### config.mk
export PLATFORM = sky130hd
export DESIGN_NAME = rp_carry_adr
export DESIGN_NICKNAME = d
export VERILOG_FILES = /design/src/rtl/rp_carry_adr_pkg.sv /design/src/rtl/rp_carry_adr_full_adder.sv /design/src/rtl/rp_carry_adr.sv
export SDC_FILE = /design/constraint.sdc
export NUM_CORES = 1
export LEC_CHECK = 0
export ABC_AREA = 1
export CAP_MARGIN = 10
export CORE_AREA = 8 8 45 47
export DETAILED_ROUTE_END_ITERATION = 7
export DIE_AREA = 0 0 53 55
export PLACE_DENSITY_LB_ADDON = 0.25
export SLEW_MARGIN = 20
export SYNTH_ARGS = -nofsm -noshare
export SYNTH_HDL_FRONTEND = slang
export SYNTH_SLANG_ARGS = --single-unit
### constraint.sdc
create_clock -name clk -period 9.5 [get_ports clk]
set_clock_uncertainty 0.15 [all_clocks]
set_input_delay 1.9 -clock clk [delete_from_list [all_inputs] [get_ports clk]]
set_output_delay 1.9 -clock clk [all_outputs]
set_load 0.005 [all_outputs]
### src/rtl/rp_carry_adr_pkg.sv
// Shared constants for the ripple-carry adder slice.
// No logic, no latency.
// No flow control; constants only.
package rp_carry_adr_pkg;

   // Operand width used when an instance does not override WIDTH.
   localparam int ADDER_WIDTH_DEFAULT = 4;

endpackage : rp_carry_adr_pkg

### src/rtl/rp_carry_adr_full_adder.sv
// One-bit full-adder cell, the repeated element of the ripple chain.
// Purely combinational, zero latency.
// No flow control; outputs follow inputs.
module full_adder (
   input  logic a,
   input  logic b,
   input  logic cin,
   output logic s,
   output logic cout
);

   logic w_axb;

   // Shared half-sum drives both the sum bit and the propagate term.
   assign w_axb = a ^ b;
   assign s     = w_axb ^ cin;
   assign cout  = (a & b) | (cin & w_axb);

endmodule : full_adder

### src/rtl/rp_carry_adr.sv
// Ripple-carry adder a+b+c_in with combinational result and registered result/flags.
// Combinational outputs: 0 cycles; registered outputs: exactly 1 cycle, loaded every edge.
// No backpressure; no enable or handshake, registers capture every rising clk.
module rp_carry_adr
   import rp_carry_adr_pkg::*;
#(
   parameter int WIDTH = ADDER_WIDTH_DEFAULT
) (
   input  logic             clk,
   input  logic             rst_n,
   input  logic [WIDTH-1:0] a,
   input  logic [WIDTH-1:0] b,
   input  logic             c_in,
   output logic [WIDTH-1:0] sum,
   output logic             c_out,
   output logic [WIDTH-1:0] sum_q,
   output logic             c_out_q,
   output logic             ovf_q,
   output logic             zero_q
);

   // w_carry[i] is the carry into cell i; w_carry[WIDTH] leaves the MSB cell.
   logic [WIDTH:0]   w_carry;
   logic [WIDTH-1:0] w_sum;
   logic             w_ovf;
   logic             w_zero;

   logic [WIDTH-1:0] r_sum_q;
   logic             r_c_out_q;
   logic             r_ovf_q;
   logic             r_zero_q;

   assign w_carry[0] = c_in;

   // Carry chain: each cell's carry out feeds the next cell's carry in.
   for (genvar gi = 0; gi < WIDTH; gi++) begin : g_cell
      full_adder u_fa (
         .a    (a[gi]),
         .b    (b[gi]),
         .cin  (w_carry[gi]),
         .s    (w_sum[gi]),
         .cout (w_carry[gi+1])
      );
   end

   assign sum   = w_sum;
   assign c_out = w_carry[WIDTH];

   // Signed overflow: carry into the MSB disagrees with carry out of it.
   assign w_ovf  = w_carry[WIDTH] ^ w_carry[WIDTH-1];
   // Zero looks only at the sum bits; a carry out does not clear it.
   assign w_zero = (w_sum == '0);

   // Output register stage; reset clears all flags, including zero_q.
   always_ff @(posedge clk or negedge rst_n) begin
      if (!rst_n) begin
         r_sum_q   <= '0;
         r_c_out_q <= 1'b0;
         r_ovf_q   <= 1'b0;
         r_zero_q  <= 1'b0;
      end else begin
         r_sum_q   <= w_sum;
         r_c_out_q <= w_carry[WIDTH];
         r_ovf_q   <= w_ovf;
         r_zero_q  <= w_zero;
      end
   end

   assign sum_q   = r_sum_q;
   assign c_out_q = r_c_out_q;
   assign ovf_q   = r_ovf_q;
   assign zero_q  = r_zero_q;

endmodule : rp_carry_adr

==> metrics.yaml <==
global_routing:
  grt_pass1_vias: 285
  gr-usage-all-layers_pct: 5.626
  antenna_found_initial: 0
  grt_remaining_overflow: 0
  grt_max_degree: 8
  grt_pass1_wl_mm: 1.083
clock_tree:
  cts_made_buffers: 3
  cts_sinks: 7
  clkTransAtPathRegs_ns: 0.05
  cts_tree: "yes"
  cts_resized: 0
  hold_buffers: 0
  cts_root_buf: "clkbuf_4"
  cts.path.max_buffers: 2
  htree_levels: 1
  cts_setup_buffers: 0
timing:
  finalMaxSlewViolations: 0
  fin_tns_setup_ns: 0
  post-route-period-util_pct: 70.63
  hold_viol: 0
  finalSetupViolations: 0
  rsz0062_at_grt: "no"
  worst_slew_pin_slew_ns: 0.2940
  finalCriticalPeriod_ns: 6.710
  max_freq_ghz: 0.1490
  setup_slack_ns: 2.790
  slew_headroom_pct: 80.34
  hold_slack_ns: 1.756
setup_path:
  worstSetupPathType: "in -> out"
  start_kind: "input pin"
  endpoint_kind: "output port"
  crit_slowest_cell: "clkdlybuf4s50_1"
  max_stage_delay_ns: 0.50
  critPathMaxFanout: 2
  cpMostUsedCell: "fa_1"
  path_cells: "clkdlybuf4s50_1 > fa_1 > fa_1 > fa_1 > inv_2 > fa_1 > inv_1 > clkdlybuf4s50_1"
  cp.required_ns: 7.45
  cp.arrival_ns: 4.66
synth:
  synthArstFlopShare_pct: 100.0
  synth-edff-count: 0
  synth_cell_types: 7
  avgSynthCellArea_um2: 11.65
  yosys.area.top_type: "dfrtp_1"
  synth-seq-cells: 7
  syn_area_um2: 337.8
  yosys_warnings: 0
  synthCells: 29
  synth-main-ff-cell: "dfrtp_1"
  synthTopCellsByArea: "dfrtp_1 52%, fa_1 24%, buf_4 8.9%, inv_1 7.8%, nand2_1 5.6%"
  syn_nets: 44
  ys_seq_area_share_pct: 51.85
  synth_commonest_cells: "7 x dfrtp_1, 7 x inv_1, 5 x nand2_1"
  synth_top_area_share_pct: 51.85
run_status:
  outcome: "completed"
floorplanning:
  die-area_mm2: 0.002915
  floorplan.rows: 14
  dieWidth_um: 53
  pin_count: 23
  initial_core_util_pct: 24.41
  die_y_um: 55
  coreArea_mm2: 0.001384
final_layout:
  post-route-cell-area_um2: 574.3
  layout-drive-gt1-share_pct: 7.843
  area_delta_synth_final_pct: 70.00
  multi_input_area_um2: 102.6
  diodes: 0
  fillCellCount: 155
  nets: 67
  regArea_um2: 175.2
placement:
  dp_slack_ns: 2.749
  gp_congestion: 0.6490
  port_buffers: 22
  placed_cell_area_um2: 548.0
worst_hold_path:
  hp-class: "in -> async"
power:
  power_uw: 92.10
  ir_drop_uv: 45.00
  pwr_density_cell_mw_per_mm2: 160.4
  leakagePower_uw: 0.0002698
routing:
  vias: 248
  postRouteWirelength_um: 679
  drtIter0Drc: 0
  wl_per_cell_um: 10.13
  drt_first_pass_iters: 1
  viasPerCell: 3.701
  antenna_left: 0
  drc: 0
flow_run:
  drv_cap: 0
==> cells in the final DEF, fill, tap and decap left out <==
master	n
clkdlybuf4s50_1	22
inv_1	7
nand2_1	5
nor2_1	1
clkbuf_4	3
dfrtp_1	7
clkbuf_1	1
fa_1	4
inv_2	1
==> area by class of cell <==
type                    instances  area share, %
multi-input cells              10          17.86
inverters                       8          5.229
well taps                      16          3.486
flip-flops and latches          7          30.50
repair buffers                 22          38.34
clock buffers                   4          4.575
==> logic make-up (layout without fill, tap and decap cells) <==
kind of cell | after synthesis | count (layout) | synth area share, %
AND/OR/NAND/NOR | 6 | 6 | 6.666
flip-flops | 7 | 7 | 51.85
adder cells (fa/ha/maj) | 4 | 4 | 23.70
buffers and inverters | 12 | 34 | 17.78
==> flip-flops by register name, indices dropped and copies added, names as in the netlist <==
| signal | count |
|---|---|
| c_out_q | 1 |
| sum_q | 4 |
| zero_q | 1 |
| ovf_q | 1 |
==> routing by layer <==
layer / vias up / share of wire, % / track usage (%)
met5: - / 0 / 0
met4: 0 / 3.5 / 9.052
met3: 2 / 11 / 2.941
met2: 14 / 54 / 8.594
met1: 111 / 32 / 4.056
li1: 121 / - / -
==> metrics by stage <==
step	util, %	instances
global placement	39.60	63
finish	41.50	67
global route	41.50	67
detailed placement	39.60	63
CTS	41.50	67
floorplan	-	29
==> critical path: cells and delay by family <==
kind	cells	cell delay (ns)
adders and majority gates	4	1.68
buffers and inverters	4	1.09
==> worst paths after layout <==
path	startpoint	end	slack (ns)
max	a[0]	sum[3]	2.79
min	rst_n	ovf_q	1.76
max in group asynchronous	rst_n	sum_q[1]	7.22
min in group clk	c_in	sum_q[0]	2.23
==> power breakdown <==
part | switching (uW) | leakage, uW | internal [uW]
logic | 10.8 | 0.000171 | 20.5
clock network | 9.61 | 0.0000150 | 15.9
registers | 0.967 | 0.0000840 | 34.3
Power figures use the tool's default switching activity.
